$ cat src/rtl/video_timing_if.sv
// Output bundle of the video timing counter: counters, address and flags.
// master drives (counter block), slave observes (CPU interface, shifter).
interface video_timing_if;
  logic [5:0]  h_count;
  logic [8:0]  v_count;
  logic [13:0] video_addr;
  logic        hblank;
  logic        vblank;
  logic        hsync;
  logic        vsync;
  logic        count240;
  logic        va11;
  logic        line_start;
  logic        frame_start;
  logic [7:0]  vcount_rd;

  modport master (
    output h_count, v_count, video_addr,
    output hblank, vblank, hsync, vsync,
    output count240, va11,
    output line_start, frame_start,
    output vcount_rd
  );

  modport slave (
    input h_count, v_count, video_addr,
    input hblank, vblank, hsync, vsync,
    input count240, va11,
    input line_start, frame_start,
    input vcount_rd
  );
endinterface

$ cat src/rtl/video_timing_counter.sv
// Horizontal/vertical video counters advanced once per E cycle (en_e).
// Ports: clk, rst_n (async low), en_e; vt carries counters, address, flags.
module video_timing_counter #(
  parameter int H_TOTAL     = 64,
  parameter int H_ACTIVE    = 48,
  parameter int HSYNC_START = 52,
  parameter int HSYNC_END   = 56,
  parameter int V_TOTAL     = 260,
  parameter int V_ACTIVE    = 240,
  parameter int VSYNC_START = 248,
  parameter int VSYNC_END   = 252
) (
  input  logic           clk,
  input  logic           rst_n,
  input  logic           en_e,
  video_timing_if.master vt
);

  if (!(H_ACTIVE < HSYNC_START &&
        HSYNC_START < HSYNC_END &&
        HSYNC_END <= H_TOTAL &&
        H_TOTAL <= 64)) begin : g_bad_h
    $error("video_timing_counter: illegal horizontal timing");
  end

  if (!(V_ACTIVE < VSYNC_START &&
        VSYNC_START < VSYNC_END &&
        VSYNC_END <= V_TOTAL &&
        V_TOTAL <= 512)) begin : g_bad_v
    $error("video_timing_counter: illegal vertical timing");
  end

  localparam logic [5:0] H_LAST = 6'(H_TOTAL - 1);
  localparam logic [8:0] V_LAST = 9'(V_TOTAL - 1);

  // One extra bit so an end value equal to the total still compares.
  localparam logic [6:0] H_ACT = 7'(H_ACTIVE);
  localparam logic [6:0] HS_ST = 7'(HSYNC_START);
  localparam logic [6:0] HS_EN = 7'(HSYNC_END);
  localparam logic [9:0] V_ACT = 10'(V_ACTIVE);
  localparam logic [9:0] VS_ST = 10'(VSYNC_START);
  localparam logic [9:0] VS_EN = 10'(VSYNC_END);

  logic [5:0] h_nxt;
  logic [8:0] v_nxt;
  logic [6:0] h_ext;
  logic [9:0] v_ext;

  always_comb begin
    h_nxt = vt.h_count + 6'd1;
    v_nxt = vt.v_count;
    if (vt.h_count == H_LAST) begin
      h_nxt = '0;
      if (vt.v_count == V_LAST) v_nxt = '0;
      else v_nxt = vt.v_count + 9'd1;
    end
  end

  assign h_ext = {1'b0, h_nxt};
  assign v_ext = {1'b0, v_nxt};

  // Flags decode the next counter values so they land on the same
  // edge as the counters themselves.
  always_ff @(posedge clk or negedge rst_n) begin
    if (!rst_n) begin
      vt.h_count     <= '0;
      vt.v_count     <= '0;
      vt.video_addr  <= '0;
      vt.hblank      <= 1'b0;
      vt.vblank      <= 1'b0;
      vt.hsync       <= 1'b0;
      vt.vsync       <= 1'b0;
      vt.count240    <= 1'b0;
      vt.va11        <= 1'b0;
      vt.line_start  <= 1'b0;
      vt.frame_start <= 1'b0;
      vt.vcount_rd   <= '0;
    end else begin
      vt.line_start  <= 1'b0;
      vt.frame_start <= 1'b0;
      if (en_e) begin
        vt.h_count    <= h_nxt;
        vt.v_count    <= v_nxt;
        vt.video_addr <= {v_nxt[7:0], h_nxt};
        vt.hblank     <= h_ext >= H_ACT;
        vt.hsync      <= (h_ext >= HS_ST) && (h_ext < HS_EN);
        vt.vblank     <= v_ext >= V_ACT;
        vt.vsync      <= (v_ext >= VS_ST) && (v_ext < VS_EN);
        vt.count240   <= v_ext >= V_ACT;
        vt.va11       <= v_nxt[5];
        if (h_nxt == '0) begin
          vt.line_start  <= 1'b1;
          vt.frame_start <= (v_nxt == '0);
          // Snapshot at line start only, so reads never tear mid-line.
          vt.vcount_rd   <= {v_nxt[7:2], 2'b00};
        end
      end
    end
  end

endmodule

$ cat src/flat_wrapper.sv
// flat-port wrapper written by rule: the top's interface ports become plain ports
module video_timing_counter_flat 
#(
  parameter int H_TOTAL     = 64,
  parameter int H_ACTIVE    = 48,
  parameter int HSYNC_START = 52,
  parameter int HSYNC_END   = 56,
  parameter int V_TOTAL     = 260,
  parameter int V_ACTIVE    = 240,
  parameter int VSYNC_START = 248,
  parameter int VSYNC_END   = 252
)
  (clk, rst_n, en_e, vt_h_count, vt_v_count, vt_video_addr, vt_hblank, vt_vblank, vt_hsync, vt_vsync, vt_count240, vt_va11, vt_line_start, vt_frame_start, vt_vcount_rd);
  video_timing_if vt_i ();
  input  logic clk;
  input  logic rst_n;
  input  logic en_e;
  output wire logic [$bits(vt_i.h_count)-1:0] vt_h_count;
  output wire logic [$bits(vt_i.v_count)-1:0] vt_v_count;
  output wire logic [$bits(vt_i.video_addr)-1:0] vt_video_addr;
  output wire logic [$bits(vt_i.hblank)-1:0] vt_hblank;
  output wire logic [$bits(vt_i.vblank)-1:0] vt_vblank;
  output wire logic [$bits(vt_i.hsync)-1:0] vt_hsync;
  output wire logic [$bits(vt_i.vsync)-1:0] vt_vsync;
  output wire logic [$bits(vt_i.count240)-1:0] vt_count240;
  output wire logic [$bits(vt_i.va11)-1:0] vt_va11;
  output wire logic [$bits(vt_i.line_start)-1:0] vt_line_start;
  output wire logic [$bits(vt_i.frame_start)-1:0] vt_frame_start;
  output wire logic [$bits(vt_i.vcount_rd)-1:0] vt_vcount_rd;
  assign vt_h_count = vt_i.h_count;
  assign vt_v_count = vt_i.v_count;
  assign vt_video_addr = vt_i.video_addr;
  assign vt_hblank = vt_i.hblank;
  assign vt_vblank = vt_i.vblank;
  assign vt_hsync = vt_i.hsync;
  assign vt_vsync = vt_i.vsync;
  assign vt_count240 = vt_i.count240;
  assign vt_va11 = vt_i.va11;
  assign vt_line_start = vt_i.line_start;
  assign vt_frame_start = vt_i.frame_start;
  assign vt_vcount_rd = vt_i.vcount_rd;
  video_timing_counter #(.H_TOTAL(H_TOTAL), .H_ACTIVE(H_ACTIVE), .HSYNC_START(HSYNC_START), .HSYNC_END(HSYNC_END), .V_TOTAL(V_TOTAL), .V_ACTIVE(V_ACTIVE), .VSYNC_START(VSYNC_START), .VSYNC_END(VSYNC_END)) u_core (.clk(clk), .rst_n(rst_n), .en_e(en_e), .vt(vt_i));
endmodule
$ cat config.mk
export PLATFORM = sky130hd
export DESIGN_NAME = video_timing_counter_flat
export DESIGN_NICKNAME = d
export VERILOG_FILES = /design/src/rtl/video_timing_if.sv /design/src/rtl/video_timing_counter.sv /design/src/flat_wrapper.sv
export SDC_FILE = /design/constraint.sdc
export NUM_CORES = 1
export LEC_CHECK = 0
export ABC_CLOCK_PERIOD_IN_PS = 2150
export CORE_MARGIN = 5
export CORE_UTILIZATION = 36
export CTS_CLUSTER_SIZE = 30
export DETAILED_ROUTE_END_ITERATION = 10
export SLEW_MARGIN = 40
export SYNTH_ARGS = -nofsm -noshare
export SYNTH_HDL_FRONTEND = slang
export SYNTH_SLANG_ARGS = --single-unit
$ cat constraint.sdc
create_clock -name clk -period 2.15 [get_ports clk]
set_input_delay 0.215 -clock clk [delete_from_list [all_inputs] [get_ports clk]]
set_output_delay 0.215 -clock clk [all_outputs]
set_load 0.01 [all_outputs]
==> impl_metrics.py <==
metrics = {
    "status": {
        "outcome": "finished, final reports clean",
    },
    "clocking": {
        "clk_pin_slew_ns": 0.09,
        "ctsHtreeMaxLevel": 1,
        "cts_made_buffers": 3,
        "root_buffer": "clkbuf_8",
        "cts_tree": "yes",
        "insertion_delay_ns": 0.28,
        "clock_path_buffers": 2,
        "cts.sinks": 27,
    },
    "synth": {
        "synth_cell_types": 47,
        "ys_seq_area_share_pct": 40.3,
        "synthCells": 171,
        "synth_seq_cells": 27,
        "synth_area_um2": 1680,
        "ys_warn_count": 0,
        "postSynthAreaPerCell_um2": 9.81,
    },
    "global_routing": {
        "track_usage_pct": 14.1,
        "antenna_found_initial": 0,
        "grt_max_degree": 28,
        "grt-ovfl-total": 0,
        "grt_pass1_vias": 1412,
        "grt_pass1_wl_mm": 7.02,
    },
    "critical_path": {
        "reg2reg_depth": 6,
        "critical_path.slowest_cell": "dfrtp_1",
        "critPathLaunch": "u_core.vt.video_addr[1]",
        "arrival_ns": 2.20,
        "worstSetupPathType": "reg2reg",
        "r2r-start": "u_core.vt.video_addr[1]",
        "reg2reg_to": "u_core.vt.frame_start",
        "path_depth": 6,
        "critPathRequiredTime_ns": 2.33,
        "critPathCaptureType": "register",
        "crit_path_max_incr_delay_ns": 0.43,
        "start_kind": "register",
        "crit_buf_inv": 0,
        "cp_cell_sequence": "ha_2 > nand2_4 > nor3_4 > xnor2_1 > o41a_1 > a2111oi_4",
        "r2r_slack_ns": 0.13,
        "crit_fanout": 9,
        "path_delay_family": "compound AO/OA/AOI/OAI gates",
    },
    "placed_design": {
        "port-buffer-count": 45,
        "dp.cells": 254,
        "globalplace.congestion": 0.912,
        "dp_hpwl_mm": 3.02,
        "place_area_um2": 2090,
    },
    "die": {
        "core_um2": 4440,
        "dieArea_um2": 6130,
        "io_pins": 48,
        "start_util_pct": 37.8,
        "die_x_um": 78.3,
        "num_rows": 24,
        "die_h_um": 78.3,
    },
    "sta": {
        "setup_tns_ns": 0,
        "fmax_ghz": 0.494,
        "clock_skew_ns": 0.00261,
        "min_period_over_period_pct": 94.2,
        "slew_violations": 0,
        "rsz0062_at_grt": "no",
        "finalSetupViolCount": 0,
        "fin_crit_ns": 2.02,
        "hold_ws_ns": 0.305,
        "final-hold-violation-count": 0,
    },
    "power": {
        "p_leak_nw": 0.839,
        "ir_worst_vdd_mv": 0.355,
        "power_mw": 1.85,
        "p_per_area_nw_per_um2": 864,
    },
    "drt": {
        "ant_nets": 0,
        "wl_mm": 3.99,
        "first_pass_iters": 4,
        "drc": 0,
        "dr.first_iter.drc_count": 69,
        "wl_per_cell_um": 15.5,
        "num_vias": 1344,
        "via_per_inst": 5.21,
    },
    "layout": {
        "n_antenna_cell": 0,
        "fin_area_um2": 2150,
        "layout_commonest_cell": "clkdlybuf4s50_1",
        "drive_gt1_share_pct": 17.5,
        "final_cell_mix": "clkdlybuf4s50_1 (45), dfrtp_1 (26), nand2_1 (15)",
        "synthToLayoutAreaGrowth_pct": 28.0,
        "final_net_count": 212,
        "layoutNonFillerInstCount": 258,
        "fillCellCount": 415,
    },
    "run": {
        "maxCapViolCount": 0,
    },
    "min_path": {
        "min_path_type": "in2async",
    },
}
[worst max path at each step]
| stage | endpoint | slack [ns] |
|---|---|---|
| detailed placement | u_core.vt.frame_start | 0.08 |
| finish | u_core.vt.frame_start | 0.13 |
| floorplan | u_core.vt.frame_start | 0.18 |
| global route | u_core.vt.frame_start | 0.04 |
| global placement | u_core.vt.vblank | 0.15 |
| CTS | u_core.vt.frame_start | 0.05 |
[registers in the layout, indices dropped and copies added (netlist names)]
| register | flops |
|---|---|
| u_core.vt.video_addr | 13 |
| u_core.vt.vcount_rd | 6 |
| u_core.vt.v_count | 2 |
| u_core.vt.frame_start | 1 |
| u_core.vt.hblank | 1 |
| u_core.vt.hsync | 1 |
| u_core.vt.line_start | 1 |
| u_core.vt.vblank | 1 |
| u_core.vt.vsync | 1 |
[area by class of cell]
type | instances | area [um^2] | share of cell area, %
Inverter | 3 | 11.3 | 0.524
Clock buffer | 4 | 45.0 | 2.10
Sequential cell | 27 | 677 | 31.5
Tap cell | 52 | 65.1 | 3.03
Multi-Input combinational cell | 114 | 801 | 37.3
Timing Repair Buffer | 58 | 548 | 25.5
[power by group]
| part | total (mW) | leakage, nW | internal (mW) | switching (mW) |
|---|---|---|---|---|
| clock | 0.294 | 0.0228 | 0.133 | 0.161 |
| sequential | 0.712 | 0.344 | 0.616 | 0.0962 |
| combinational | 0.849 | 0.472 | 0.450 | 0.399 |
[worst reg2reg max path, cell delays in order (launching register included)]
cell	delay, ns
dfrtp_1	0.43
ha_2	0.30
nand2_4	0.12
nor3_4	0.25
xnor2_1	0.14
o41a_1	0.42
a2111oi_4	0.27
[routing by layer]
metal,up-vias,routed length (um),GRT usage (%)
met1,633,1860,19.3
li1,648,-,-
met5,-,0,0
met2,58,1890,22.2
met3,5,210,1.95
met4,0,42,6.29
[cells by family (layout without fill, tap and decap cells)]
family,count (synthesis),in the layout,share of synthesized area (%)
simple gates,61,61,21.0
buf+inv,31,65,12.8
compound gates,29,29,13.1
flops,27,27,40.3
xor+xnor,14,14,7.31
mux,6,6,3.95
fa+ha+maj,2,2,1.49
other cells,1,2,0.223
[cells in the mapped netlist, drive strengths merged]
cell	number	area, um^2
o41a	1	11.3
ha	2	25.0
o22a	1	8.76
mux2	5	56.3
a221o	1	10.0
nand2	16	67.6
nor2b	2	12.5
and4b	1	10.0
mux2i	1	10.0
and3	3	18.8
nor4	5	43.8
nand3	8	52.6
buf	24	184
o211ai	1	12.5
o31a	1	10.0
nor3b	1	7.51
inv	3	11.3
xor2	2	17.5
or3	1	6.26
dfrtp	27	676
conb	1	3.75
nand4	4	25.0
a31o	1	8.76
a21oi	9	48.8
or4	2	18.8
nor2	13	48.8
o21a	1	7.51
nor3	3	26.3
xnor2	12	105
and2	2	13.8
o22ai	2	12.5
a22o	1	8.76
o21ai	7	35.0
o32ai	1	8.76
a32oi	1	8.76
clkbuf	4	18.8
a2111oi	1	27.5
[through the flow]
step / util (%) / worst slack (ns)
6_report: 48.3 / 0.126
5_1_grt: 48.3 / 0.0375
4_1_cts: 48.1 / 0.0530
3_5_place_dp: 47.1 / 0.0769
3_3_place_gp: 47.1 / 0.146
2_1_floorplan: - / 0.184
[timing repair]
| item | CTS | global route |
|---|---|---|
| resized for setup | 0 | 3 |
| setup buffers | 0 | 0 |
| endpoints found under the setup margin | 0 | 4 |
| hold buffers | 0 | 0 |
| endpoints found under the hold margin | 0 | 0 |
No activity file was read; power rests on OpenSTA's default activity.
